[src/rtl/sb_serializer_if.sv]
// Sideband transmit bundle: parallel message handshake in, serial line and gate enable out.
// Pure wiring; no storage and no added latency.
// Producer holds in_data/in_valid until it sees in_ready; the serial side is never stalled.
interface sb_serializer_if #(
  parameter int WIDTH = 128
);
  logic [WIDTH-1:0] in_data;
  logic             in_valid;
  logic             in_ready;
  logic             out_data;
  logic             out_clk_en;
  logic             out_done;

  // Producer side: offers messages, observes the serial line.
  modport master (
    output in_data,
    output in_valid,
    input  in_ready,
    input  out_data,
    input  out_clk_en,
    input  out_done
  );

  // Serializer side.
  modport slave (
    input  in_data,
    input  in_valid,
    output in_ready,
    output out_data,
    output out_clk_en,
    output out_done
  );
endinterface

[src/rtl/sb_serializer.sv]
// Sideband serializer: one WIDTH-bit message per handshake, shifted out LSB-first with a gated-clock enable.
// Latency 1: bit 0 is on out_data the cycle after acceptance; one message per WIDTH+GAP+1 cycles.
// in_ready is high only in IDLE; offers during SHIFT/GAP are left pending at the producer.
module sb_serializer #(
  parameter int WIDTH   = 128,
  parameter int WIDTH_W = 8,
  parameter int GAP     = 32,
  parameter int GAP_W   = 6
) (
  input  logic                 clk,
  input  logic                 rst_n,
  sb_serializer_if.slave       sb,
  output logic                 busy
);

  localparam logic [1:0] ST_IDLE  = 2'd0;
  localparam logic [1:0] ST_SHIFT = 2'd1;
  localparam logic [1:0] ST_GAP   = 2'd2;

  // Index of the final bit and final gap cycle; GAP==0 never enters ST_GAP.
  localparam logic [WIDTH_W-1:0] BIT_LAST = WIDTH_W'(WIDTH - 1);
  localparam logic [GAP_W-1:0]   GAP_LAST = GAP_W'((GAP > 0) ? GAP - 1 : 0);

  logic [1:0]         state_q,    state_d;
  logic [WIDTH-1:0]   shreg_q,    shreg_d;
  logic [WIDTH_W-1:0] bit_cnt_q,  bit_cnt_d;
  logic [GAP_W-1:0]   gap_cnt_q,  gap_cnt_d;
  logic               out_data_q, out_data_d;
  logic               clk_en_q,   clk_en_d;
  logic               done_q,     done_d;

  // Next-state logic: line outputs default low so GAP and IDLE drive clk_en=0, data=0.
  always_comb begin
    state_d    = state_q;
    shreg_d    = shreg_q;
    bit_cnt_d  = bit_cnt_q;
    gap_cnt_d  = gap_cnt_q;
    out_data_d = 1'b0;
    clk_en_d   = 1'b0;
    done_d     = 1'b0;
    case (state_q)
      ST_IDLE: begin
        if (sb.in_valid) begin
          out_data_d = sb.in_data[0];
          shreg_d    = sb.in_data >> 1;
          clk_en_d   = 1'b1;
          bit_cnt_d  = '0;
          done_d     = (BIT_LAST == '0);
          state_d    = ST_SHIFT;
        end
      end
      ST_SHIFT: begin
        if (bit_cnt_q == BIT_LAST) begin
          // Last bit is on the line this cycle; drop the gate and start the gap.
          gap_cnt_d = '0;
          state_d   = (GAP == 0) ? ST_IDLE : ST_GAP;
        end else begin
          out_data_d = shreg_q[0];
          shreg_d    = shreg_q >> 1;
          bit_cnt_d  = bit_cnt_q + 1'b1;
          clk_en_d   = 1'b1;
          // out_done is registered, so raise it when launching the final bit.
          done_d     = ((bit_cnt_q + 1'b1) == BIT_LAST);
        end
      end
      ST_GAP: begin
        if (gap_cnt_q == GAP_LAST) begin
          state_d = ST_IDLE;
        end else begin
          gap_cnt_d = gap_cnt_q + 1'b1;
        end
      end
      default: begin
        state_d = ST_IDLE;
      end
    endcase
  end

  // State and line registers; reset drops the gate enable immediately.
  always_ff @(posedge clk or negedge rst_n) begin
    if (!rst_n) begin
      state_q    <= ST_IDLE;
      shreg_q    <= '0;
      bit_cnt_q  <= '0;
      gap_cnt_q  <= '0;
      out_data_q <= 1'b0;
      clk_en_q   <= 1'b0;
      done_q     <= 1'b0;
    end else begin
      state_q    <= state_d;
      shreg_q    <= shreg_d;
      bit_cnt_q  <= bit_cnt_d;
      gap_cnt_q  <= gap_cnt_d;
      out_data_q <= out_data_d;
      clk_en_q   <= clk_en_d;
      done_q     <= done_d;
    end
  end

  assign sb.in_ready   = (state_q == ST_IDLE);
  assign sb.out_data   = out_data_q;
  assign sb.out_clk_en = clk_en_q;
  assign sb.out_done   = done_q;
  assign busy          = (state_q != ST_IDLE);

endmodule

[src/flat_wrapper.sv]
// flat-port wrapper written by rule: the top's interface ports become plain ports
module sb_serializer_flat 
#(
  parameter int WIDTH   = 128,
  parameter int WIDTH_W = 8,
  parameter int GAP     = 32,
  parameter int GAP_W   = 6
)
  (clk, rst_n, busy, sb_in_data, sb_in_valid, sb_in_ready, sb_out_data, sb_out_clk_en, sb_out_done);
  sb_serializer_if #(.WIDTH(WIDTH)) sb_i ();
  input  logic clk;
  input  logic rst_n;
  output logic busy;
  input wire logic [$bits(sb_i.in_data)-1:0] sb_in_data;
  input wire logic [$bits(sb_i.in_valid)-1:0] sb_in_valid;
  output wire logic [$bits(sb_i.in_ready)-1:0] sb_in_ready;
  output wire logic [$bits(sb_i.out_data)-1:0] sb_out_data;
  output wire logic [$bits(sb_i.out_clk_en)-1:0] sb_out_clk_en;
  output wire logic [$bits(sb_i.out_done)-1:0] sb_out_done;
  assign sb_i.in_data = sb_in_data;
  assign sb_i.in_valid = sb_in_valid;
  assign sb_in_ready = sb_i.in_ready;
  assign sb_out_data = sb_i.out_data;
  assign sb_out_clk_en = sb_i.out_clk_en;
  assign sb_out_done = sb_i.out_done;
  sb_serializer #(.WIDTH(WIDTH), .WIDTH_W(WIDTH_W), .GAP(GAP), .GAP_W(GAP_W)) u_core (.clk(clk), .rst_n(rst_n), .sb(sb_i), .busy(busy));
endmodule
[config.mk]
export PLATFORM = sky130hd
export DESIGN_NAME = sb_serializer_flat
export DESIGN_NICKNAME = d
export VERILOG_FILES = /design/src/rtl/sb_serializer_if.sv /design/src/rtl/sb_serializer.sv /design/src/flat_wrapper.sv
export SDC_FILE = /design/constraint.sdc
export NUM_CORES = 1
export LEC_CHECK = 0
export BUFFER_PORTS_ARGS = -buffer_cell sky130_fd_sc_hd__buf_2
export CORE_MARGIN = 1.5
export CORE_UTILIZATION = 40
export DETAILED_ROUTE_END_ITERATION = 8
export HOLD_SLACK_MARGIN = 0.06
export PLACE_DENSITY_LB_ADDON = 0.25
export SLEW_MARGIN = 20
export SYNTH_ARGS = -nofsm -noshare
export SYNTH_HDL_FRONTEND = slang
export SYNTH_SLANG_ARGS = --single-unit
[constraint.sdc]
create_clock -name clk -period 3.1 [get_ports clk]
set_input_delay 0.31 -clock clk [delete_from_list [all_inputs] [get_ports clk]]
set_output_delay 0.31 -clock clk [all_outputs]
set_load 0.1 [all_outputs]
==> impl_metrics.yaml, run 1 <==
power:
  power_density_nw_per_um2: 1010
  leakage_power_nw: 3.40
  max-vdd-ir-drop_mv: 0.477
floorplanning:
  vertical_extent_of_the_die_um: 129
  fp.dieArea_um2: 16600
  coreArea_um2: 15400
  floorplan.die.width_um: 129
  rows: 45
  floorplan.io_pins: 136
  floorplan.initialDensity_pct: 41.3
critical_path:
  crit_path_max_incr_delay_ps: 490
  critical-path-top-cell-by-count: "sky130_fd_sc_hd__nor2_1"
  worstPathBufferInverterCount: 2
  required_time_of_the_worst_setup_path_ps: 3440
  cell_type_group_with_the_largest_total_delay_on_the_critical_path: "buffers and inverters"
  cpMaxStageDelayCell: "sky130_fd_sc_hd__buf_4"
  arrival_ps: 2660
  critPathCaptureType: "flop"
  timing.critical_path.fanout_max: 49
  worstPathCellList: "inv_1 > ha_1 > nor2_1 > a311oi_4 > buf_4 > o22ai_1 > nor2_1"
  crit_path_start_kind: "flop"
  timing_worst_setup_path_type: "flop to flop"
clock_tree:
  tritoncts_clock_tree: "built"
  cts.htree.levels: 4
  clock-sinks: 146
  clk_path_buf_depth: 2
  cts.repair.resized: 0
  ctsRootBufferMaster: "sky130_fd_sc_hd__clkbuf_16"
  clock_buffers_created_by_tritoncts: 17
  cts_hold_repair.buffers: 1
  clkLatencyLatePin_ps: 410
  post-cts-setup-buffer-count: 0
  clkTransAtPathRegs_ps: 60
synth:
  synth_top_area_share_pct: 57.6
  yosys_register_bits: 146
  netlist_top_cells_area: "sky130_fd_sc_hd__dfrtp_1, sky130_fd_sc_hd__nor2_1, sky130_fd_sc_hd__o22ai_1"
  synth_cell_types: 43
  synth_top_area_cell: "sky130_fd_sc_hd__dfrtp_1"
  synth_top_flop_cell: "sky130_fd_sc_hd__dfrtp_1"
  synth_area_per_inst_um2: 9.42
  count_of_flip_flops_with_a_built_in_enable_after_synthesis: 0
  synth_nets: 810
  synth_warnings: 0
  async_reset_ff_share_pct: 100
  postSynthCellCount: 673
  synth.yosys.seq_area_share_pct: 57.6
  mappedNetlistArea_um2: 6340
cells_and_area:
  layout_utilization_pct: 51.5
  layout.cells.most_common_list: "sky130_fd_sc_hd__nor2_1, sky130_fd_sc_hd__dfrtp_1, sky130_fd_sc_hd__buf_2"
  area_overhead_vs_synth_pct: 24.9
  final_layout_size_suffix_gt1_share_pct: 22.4
  layout.cells.most_common: "sky130_fd_sc_hd__nor2_1"
  finalNetCount: 931
  diodes: 0
routing:
  vias: 5287
  via_per_inst: 5.19
  drt_drc_violations_left: 0
  detailedRoute.firstPassIterationCount: 5
  average_wire_length_per_cell_after_detail_routing_um: 14.3
  antenna_left: 0
  first_iter_violations: 410
  route.final.wire_length_um: 14600
timing:
  slew_headroom_pct: 47.4
  unrepaired_setup_endpoints_after_global_routing: "no"
  setup_viol_count_final: 0
  tightestPinTransition_ps: 786
  worst_clock_skew_ps: 7.28
  fin_setup_tns_ps: 0
  period_share_pct: 74.8
  fmax_mhz: 431
  post-route-min-period_ps: 2320
  report.final.hold_viol_count: 0
  slew_violations: 0
grt:
  grt_max_degree: 86
  wire_length_of_the_first_global_routing_pass_um: 23800
  gr-usage-all-layers_pct: 18.1
  aggregate_global_routing_overflow: 0
  antenna_found_initial: 0
  grt_pass1_vias: 5005
place:
  gp_congestion: 0.819
  hpwlAfterDp_um: 9470
  port_bufs: 135
hold_path:
  hold_class: "input pin to flop"
outcome:
  run_status: "finished, final reports clean"
run:
  max_cap_viol_count: 0
-- state kept, by name (all words and copies together), names as in the netlist --
name,flops
u_core.shreg_q,127
u_core.bit_cnt_q,8
u_core.gap_cnt_q,6
u_core.state_q,2
u_core.sb.out_clk_en,1
u_core.sb.out_data,1
u_core.sb.out_done,1
-- per-stage QoR --
step           total power, mW  worst slack (ps)  hold WS (ps)  instance area [µm²]  cells
3_3_place_gp              5.65               923           422                 7250    985
3_5_place_dp              5.80               821           426                 7250    985
2_1_floorplan             5.07               588          14.4                 6340    673
5_1_grt                   8.58               611           125                 7920   1018
4_1_cts                   8.11               807           119                 7920   1018
6_report                  8.01               782           140                 7920   1018
-- path summary, 6_finish.rpt --
kind | slack (ps) | from | depth (start not counted) | end
setup / recovery | 780 | u_core.state_q[1] | 7 | u_core.shreg_q[26]
setup reg to reg | 780 | u_core.state_q[1] | 7 | u_core.shreg_q[26]
hold / removal | 140 | sb_in_data[127] | 3 | u_core.shreg_q[126]
min in group asynchronous | 520 | rst_n | 2 | u_core.shreg_q[114]
hold reg to reg | 480 | u_core.shreg_q[118] | 2 | u_core.shreg_q[118]
max in group asynchronous | 1850 | rst_n | 3 | u_core.gap_cnt_q[4]
-- worst min-delay path, stage by stage --
cell and delay, ps:
sky130_fd_sc_hd__buf_2 100, sky130_fd_sc_hd__inv_1 40, sky130_fd_sc_hd__o21ai_1 60
-- Yosys cell counts, types with 2 or more instances --
library cell / count
sky130_fd_sc_hd__mux2i_1: 17
sky130_fd_sc_hd__o31ai_1: 3
sky130_fd_sc_hd__dfrtp_1: 146
sky130_fd_sc_hd__o21ai_1: 12
sky130_fd_sc_hd__buf_2: 8
sky130_fd_sc_hd__nor3_1: 2
sky130_fd_sc_hd__nor2b_1: 5
sky130_fd_sc_hd__a21oi_1: 5
sky130_fd_sc_hd__a31oi_1: 2
sky130_fd_sc_hd__o22ai_1: 110
sky130_fd_sc_hd__inv_1: 6
sky130_fd_sc_hd__nand4b_1: 2
sky130_fd_sc_hd__and4_1: 2
sky130_fd_sc_hd__buf_1: 5
sky130_fd_sc_hd__clkbuf_1: 26
sky130_fd_sc_hd__nand2_1: 33
sky130_fd_sc_hd__and3_1: 4
sky130_fd_sc_hd__o21ai_0: 16
sky130_fd_sc_hd__buf_4: 5
sky130_fd_sc_hd__nor2_1: 224
sky130_fd_sc_hd__nand3_1: 7
sky130_fd_sc_hd__o211ai_1: 2
sky130_fd_sc_hd__a22o_1: 3
sky130_fd_sc_hd__ha_1: 6
sky130_fd_sc_hd__nand2b_1: 2
sky130_fd_sc_hd__a41oi_1: 2
sky130_fd_sc_hd__buf_6: 2
-- kinds of logic after synthesis --
| logic type | after synthesis | synth area share (%) |
|---|---|---|
| compound gates | 164 | 16.3 |
| xor+xnor | 1 | 0.138 |
| fa+ha+maj | 6 | 1.18 |
| buf+inv | 52 | 3.77 |
| flops | 146 | 57.6 |
| mux | 17 | 2.68 |
| simple gates | 287 | 18.3 |
-- routing by layer --
| layer | up-vias | part of all wire, % | global-route usage, % |
|---|---|---|---|
| met5 | - | 0 | 0 |
| met4 | 0 | 1.2 | 5.62 |
| met3 | 15 | 6.7 | 5.41 |
| met2 | 164 | 46 | 28.3 |
| met1 | 2510 | 46 | 24.3 |
| li1 | 2598 | - | - |
-- power by group --
| group | switching (mW) | internal (mW) | leakage (nW) | total, mW |
|---|---|---|---|---|
| registers | 0.392 | 2.64 | 1.60 | 3.03 |
| clock network | 0.762 | 1.51 | 0.326 | 2.27 |
| logic | 1.72 | 0.996 | 1.48 | 2.71 |
| total | 2.87 | 5.14 | 3.40 | 8.01 |
-- layout make-up --
type,count,area [µm²]
Clock buffer,22,484
Clock inverter,10,178
Fill cell,1394,7450
Inverter,6,22.5
Multi-Input combinational cell,475,2470
Sequential cell,146,3650
Tap cell,211,264
Timing Repair Buffer,148,845
Note: power is estimated with default switching activity, not from simulation.
==> inputs of run 2 (changes only) <==
==> constraint.sdc (replaced) <==
create_clock -name clk -period 2.1 [get_ports clk]
set_input_delay 0.21 -clock clk [delete_from_list [all_inputs] [get_ports clk]]
set_output_delay 0.21 -clock clk [all_outputs]
set_load 0.1 [all_outputs]
==> run 2 against run 1 <==
  * Routed wire length grew 11%
  * Clock skew shrank 1.0 ps
  * Critical path type unchanged
  * Power grew 53%
  * Via count grew 8.1%
  * Final area grew 14%
  * Non-clock buffer count grew 102
  * Count of clock-buffer cells in the layout shrank 1
  * Sequential power grew 49%
  * Combinational power grew 68%
  * Sequential cell count is the same
==> impl_metrics.yaml, run 2 (synthesized netlist as in run 1, its figures left out) <==
outcome:
  run_status: "finished, final reports clean"
timing:
  fmax_mhz: 490
  report.final.hold_viol_count: 0
  fin_worst_hold_slack_ps: 70.1
  setup_viol_count_final: 0
  slew_headroom_pct: 58.1
  worst_clock_skew_ps: 6.25
  post-route-min-period_ps: 2040
  slew_violations: 0
  unrepaired_setup_endpoints_after_global_routing: "no"
  tightestPinTransition_ps: 629
  period_share_pct: 97.2
  fin_setup_tns_ps: 0
hold_path:
  hold_start: "sb_in_data[63]"
  hold-path-endpoint: "u_core.shreg_q[62]"
  hold_class: "input pin to flop"
  timing.hold.worst_path_depth: 3
cells_and_area:
  largest_register: "u_core.shreg_q"
  area_overhead_vs_synth_pct: 41.9
  layout.cells.most_common_list: "sky130_fd_sc_hd__nor2_1, sky130_fd_sc_hd__dfrtp_1, sky130_fd_sc_hd__buf_2"
  max_ffs_per_register: 127
  finalNetCount: 1033
  nFillCells: 1324
  stdcell_area_um2: 9000
  layout_top_registers: "u_core.shreg_q: 127 flops, u_core.bit_cnt_q: 8 flops, u_core.gap_cnt_q: 6 flops"
  layout.cells.most_common: "sky130_fd_sc_hd__nor2_1"
  final_layout_size_suffix_gt1_share_pct: 21.8
  diodes: 0
clock_tree:
  clkLatencyLatePin_ps: 420
  clkTransAtPathRegs_ps: 60
  cts.htree.levels: 4
  tritoncts_clock_tree: "built"
  clock-sinks: 146
  clk_path_buf_depth: 2
  ctsRootBufferMaster: "sky130_fd_sc_hd__clkbuf_16"
  clock_buffers_created_by_tritoncts: 17
critical_path:
  worstReg2RegStart: "u_core.bit_cnt_q[1]"
  required_time_of_the_worst_setup_path_ps: 2440
  worst_r2r_endpoint: "u_core.bit_cnt_q[7]"
  cpMaxStageDelayCell: "sky130_fd_sc_hd__or4_1"
  r2r_setup_slack_ps: 60
  worstPathCellList: "ha_1 > and3_1 > a311o_1 > or4_1 > a21boi_1"
  cell_type_group_with_the_largest_total_delay_on_the_critical_path: "simple AND/OR/NAND/NOR gates"
  crit_path_start_kind: "flop"
  worst-r2r-cell-count: 5
  timing.critical_path.fanout_max: 5
  arrival_ps: 2380
  timing_worst_setup_path_type: "flop to flop"
  crit_path_max_incr_delay_ps: 510
  critPathCaptureType: "flop"
  worstPathBufferInverterCount: 0
grt:
  grt_max_degree: 64
  gr-max-usage-layer: "met2"
  groute.layer.met1.usage_pct: 25.9
  wire_length_of_the_first_global_routing_pass_um: 26700
  gr-usage-met2_pct: 33.7
  grt_pass1_vias: 5705
  gr-usage-all-layers_pct: 20.3
  met3_usage_pct: 4.53
  aggregate_global_routing_overflow: 0
  antenna_found_initial: 0
routing:
  vias: 5716
  first_iter_violations: 295
  route.final.wire_length_um: 16200
  average_wire_length_per_cell_after_detail_routing_um: 14.5
  via_per_inst: 5.10
  antenna_left: 0
  detailedRoute.firstPassIterationCount: 4
  drt_drc_violations_left: 0
power:
  leakage_power_nw: 3.85
  max-vdd-ir-drop_mv: 0.635
  power_density_nw_per_um2: 1360
floorplanning:
  floorplan.initialDensity_pct: 41.3
  rows: 45
  fp.dieArea_um2: 16600
  coreArea_um2: 15400
  floorplan.io_pins: 136
  vertical_extent_of_the_die_um: 129
  floorplan.die.width_um: 129
place:
  port_bufs: 135
  hpwlAfterDp_um: 10200
  detailed_place.area_um2: 7440
  gp_congestion: 0.784
run:
  max_cap_viol_count: 0
-- run 2: repair_timing --
| item | 4_1_cts | 5_1_grt |
|---|---|---|
| gates resized for setup | 0 | 5 |
| endpoints found under the hold margin | 148 | 0 |
| hold buffers | 90 | 0 |
| endpoints found under the setup margin | 0 | 20 |
| setup buffers | 0 | 1 |
-- run 2: per-stage QoR --
| stage | power [mW] | util, % | instances | setup WS [ps] |
|---|---|---|---|---|
| after floorplan | 7.52 | - | 673 | 106 |
| after global placement | 8.68 | 48.4 | 997 | 181 |
| after detailed placement | 8.91 | 48.4 | 997 | 84.0 |
| after CTS | 12.3 | 58.4 | 1119 | 75.1 |
| after global routing | 13.1 | 58.5 | 1120 | 7.48 |
| final | 12.2 | 58.5 | 1120 | 58.0 |
-- run 2: worst reg2reg max path: stages (launching register included) --
cell                       delay [ps]
sky130_fd_sc_hd__dfrtp_1          420
sky130_fd_sc_hd__ha_1             220
sky130_fd_sc_hd__and3_1           260
sky130_fd_sc_hd__a311o_1          400
sky130_fd_sc_hd__or4_1            510
sky130_fd_sc_hd__a21boi_1         170
-- run 2: power by group --
part | internal [mW] | total [mW] | switching, mW
registers | 3.90 | 4.50 | 0.603
clock network | 2.00 | 3.19 | 1.19
logic | 1.87 | 4.56 | 2.68
-- run 2: area by class of cell --
type / instances / area [µm²] / share of cell area [%]
Inverter: 6 / 22.5 / 0.250
Sequential cell: 146 / 3650 / 40.6
Clock inverter: 11 / 151 / 1.68
Tap cell: 211 / 264 / 2.93
Timing Repair Buffer: 250 / 1930 / 21.4
Clock buffer: 21 / 480 / 5.34
Multi-Input combinational cell: 475 / 2500 / 27.8
-- run 2: layer usage --
layer  vias up  share of wire (%)
met3        25                5.0
met5         -                  0
li1       2806                  -
met1      2723                 45
met2       162                 49
met4         0                1.8
-- run 2: how the worst max path moves through the flow --
| stage | from | endpoint | slack [ps] | cells after the start |
|---|---|---|---|---|
| finish | u_core.bit_cnt_q[1] | u_core.bit_cnt_q[7] | 60 | 5 |
| global route | u_core.bit_cnt_q[1] | u_core.bit_cnt_q[7] | 7 | 5 |
| CTS | u_core.bit_cnt_q[1] | u_core.bit_cnt_q[7] | 80 | 5 |
| global placement | u_core.bit_cnt_q[1] | u_core.bit_cnt_q[7] | 180 | 5 |
| detailed placement | u_core.bit_cnt_q[1] | u_core.bit_cnt_q[7] | 80 | 5 |
| floorplan | u_core.state_q[1] | u_core.bit_cnt_q[7] | 110 | 7 |
==> inputs of run 3 (changes only) <==
--- a/config.mk
+++ b/config.mk
@@ -6,9 +6,11 @@
 export NUM_CORES = 1
 export LEC_CHECK = 0
 export BUFFER_PORTS_ARGS = -buffer_cell sky130_fd_sc_hd__buf_2
+export CORE_ASPECT_RATIO = 0.75
 export CORE_MARGIN = 1.5
-export CORE_UTILIZATION = 40
+export CORE_UTILIZATION = 41
 export DETAILED_ROUTE_END_ITERATION = 8
+export GPL_TIMING_DRIVEN = 0
 export HOLD_SLACK_MARGIN = 0.06
 export PLACE_DENSITY_LB_ADDON = 0.25
 export SLEW_MARGIN = 20
==> run 3 against run 2 <==
  * Clock skew up 1.7 ps
  * Power down 2.3%
  * First-iteration DRC count up 14%
  * Utilization up 0.15 points
  * Die area down 2.3%
  * Cell count up 1.5%
  * Combinational power up 1%
  * Fmax about the same
  * Routed wire length up 0.17%
  * Critical path type unchanged
  * Critical endpoint unchanged
  * Highest routed layer unchanged
==> impl_metrics.yaml, run 3 (synthesized netlist as in run 1, its figures left out) <==
timing:
  fmax_mhz: 490
  slew_headroom_pct: 54.7
  post-route-min-period_ps: 2040
  period_share_pct: 97.2
  worst_clock_skew_ps: 7.90
  report.final.hold_viol_count: 0
  tightestPinTransition_ps: 680
  setup_viol_count_final: 0
  slew_violations: 0
critical_path:
  timing.critical_path.fanout_max: 7
  critPathCaptureType: "flop"
  required_time_of_the_worst_setup_path_ps: 2440
  r2r_setup_slack_ps: 60
  worstReg2RegStart: "u_core.bit_cnt_q[1]"
  cpMaxStageDelayCell: "sky130_fd_sc_hd__or4_1"
  timing_worst_setup_path_type: "flop to flop"
  arrival_ps: 2380
  worstPathCellList: "ha_4 > and3_1 > buf_2 > a311o_1 > or4_1 > a21boi_1"
  crit_path_max_incr_delay_ps: 490
  critPathLaunch: "u_core.bit_cnt_q[1]"
  crit_path_start_kind: "flop"
floorplanning:
  floorplan.io_pins: 136
  coreArea_um2: 15200
  floorplan.die.width_um: 147
  vertical_extent_of_the_die_um: 111
  floorplan.initialDensity_pct: 41.8
  fp.dieArea_um2: 16200
  rows: 39
routing:
  detailedRoute.firstPassIterationCount: 5
  average_wire_length_per_cell_after_detail_routing_um: 14.3
  first_iter_violations: 337
  antenna_left: 0
  route.final.wire_length_um: 16300
  drt_drc_violations_left: 0
  vias: 5783
  via_per_inst: 5.09
grt:
  antenna_found_initial: 1
  wire_length_of_the_first_global_routing_pass_um: 27300
  grt_pass1_vias: 5598
  gr-usage-all-layers_pct: 21.0
  grt_max_degree: 96
  aggregate_global_routing_overflow: 0
cells_and_area:
  area_overhead_vs_synth_pct: 40.4
  layout.cells.most_common_list: "sky130_fd_sc_hd__nor2_1, sky130_fd_sc_hd__buf_2, sky130_fd_sc_hd__dfrtp_1"
  diodes: 0
  max_ffs_per_register: 127
  final_layout_size_suffix_gt1_share_pct: 22.7
  layout_utilization_pct: 58.7
  stdcell_count: 1137
  nFillCells: 1317
  layout_top_registers: "u_core.shreg_q: 127 flops, u_core.bit_cnt_q: 8 flops, u_core.gap_cnt_q: 6 flops"
  finalNetCount: 1056
  largest_register: "u_core.shreg_q"
  layout.cells.most_common: "sky130_fd_sc_hd__nor2_1"
clock_tree:
  ctsRootBufferMaster: "sky130_fd_sc_hd__clkbuf_16"
  clkTransAtPathRegs_ps: 60
  clk_path_buf_depth: 2
  tritoncts_clock_tree: "built"
  clock_buffers_created_by_tritoncts: 17
  clkLatencyLatePin_ps: 420
  clock-sinks: 146
  cts.htree.levels: 4
place:
  gp_congestion: 0.777
  placed_cells: 1014
  hpwlAfterDp_um: 10000
  port_bufs: 135
outcome:
  run_status: "finished, final reports clean"
power:
  leakage_power_nw: 3.83
  total_power_mw: 12.0
  max-vdd-ir-drop_mv: 0.626
  power_density_nw_per_um2: 1340
hold_path:
  hold_start: "sb_in_data[70]"
  hold_class: "input pin to flop"
run:
  max_cap_viol_count: 0
-- run 3: path summary, 6_finish.rpt --
path | cells past startpoint | endpoint
worst max-delay path | 6 | u_core.bit_cnt_q[7]
worst min-delay path | 3 | u_core.shreg_q[69]
worst max register to register | 6 | u_core.bit_cnt_q[7]
worst min register to register | 2 | u_core.shreg_q[123]
max in group asynchronous | 3 | u_core.shreg_q[88]
min in group asynchronous | 2 | u_core.shreg_q[17]
-- run 3: area by class of cell --
class                           instances  area, µm²  area share, %
Tap cell                              205        256           2.88
Sequential cell                       146       3660           41.0
Multi-Input combinational cell        475       2510           28.2
Clock buffer                           24        482           5.41
Buffer                                 45        280           3.15
Timing Repair Buffer                  228       1620           18.1
Inverter                                6       22.5          0.253
Clock inverter                          8       78.8          0.885
-- run 3: worst max-delay path: cells and delay by family, from the launching register on --
family	cells	cell delay [ps]
AOI/OAI and AO/OA	2	530
adders and majority gates	1	190
buffers and inverters	1	150
DFF	1	440
and+or+nand+nor	2	660
-- run 3: report_power, final --
part / internal [mW] / total, mW / switching (mW)
Combinational: 1.84 / 4.62 / 2.77
Clock: 1.72 / 2.88 / 1.16
Sequential: 3.90 / 4.47 / 0.574
Total: 7.46 / 12.0 / 4.50
-- run 3: per-layer routing --
| metal | vias to the layer above | share of wire (%) | GRT usage [%] |
|---|---|---|---|
| met1 | 2763 | 50 | 30.8 |
| met2 | 155 | 44 | 30.6 |
| li1 | 2845 | - | - |
| met3 | 20 | 4.8 | 5.31 |
| met5 | - | 0 | 0 |
| met4 | 0 | 1.0 | 6.06 |
-- run 3: repair_timing --
| action | 4_1_cts | 5_1_grt |
|---|---|---|
| gates resized for setup | 30 | 14 |
| endpoints found under the hold margin | 132 | 3 |
| endpoints found under the setup margin | 136 | 118 |
| buffers inserted | 5 | 2 |
| pin swaps | 2 | 0 |
| hold buffers | 82 | 3 |
-- run 3: stage by stage --
| step | setup TNS, ps | setup slack, ps | hold slack (ps) | area (µm²) |
|---|---|---|---|---|
| floorplan | 0 | 106 | -85.6 | 6350 |
| global placement | -247250 | -1390 | 450 | 7290 |
| detailed placement | -50070 | -506 | 147 | 7320 |
| CTS | 0 | 12.6 | 60.1 | 8820 |
| global route | -0.207 | -0.207 | 75.0 | 8910 |
| finish | 0 | 58.3 | 72.2 | 8910 |
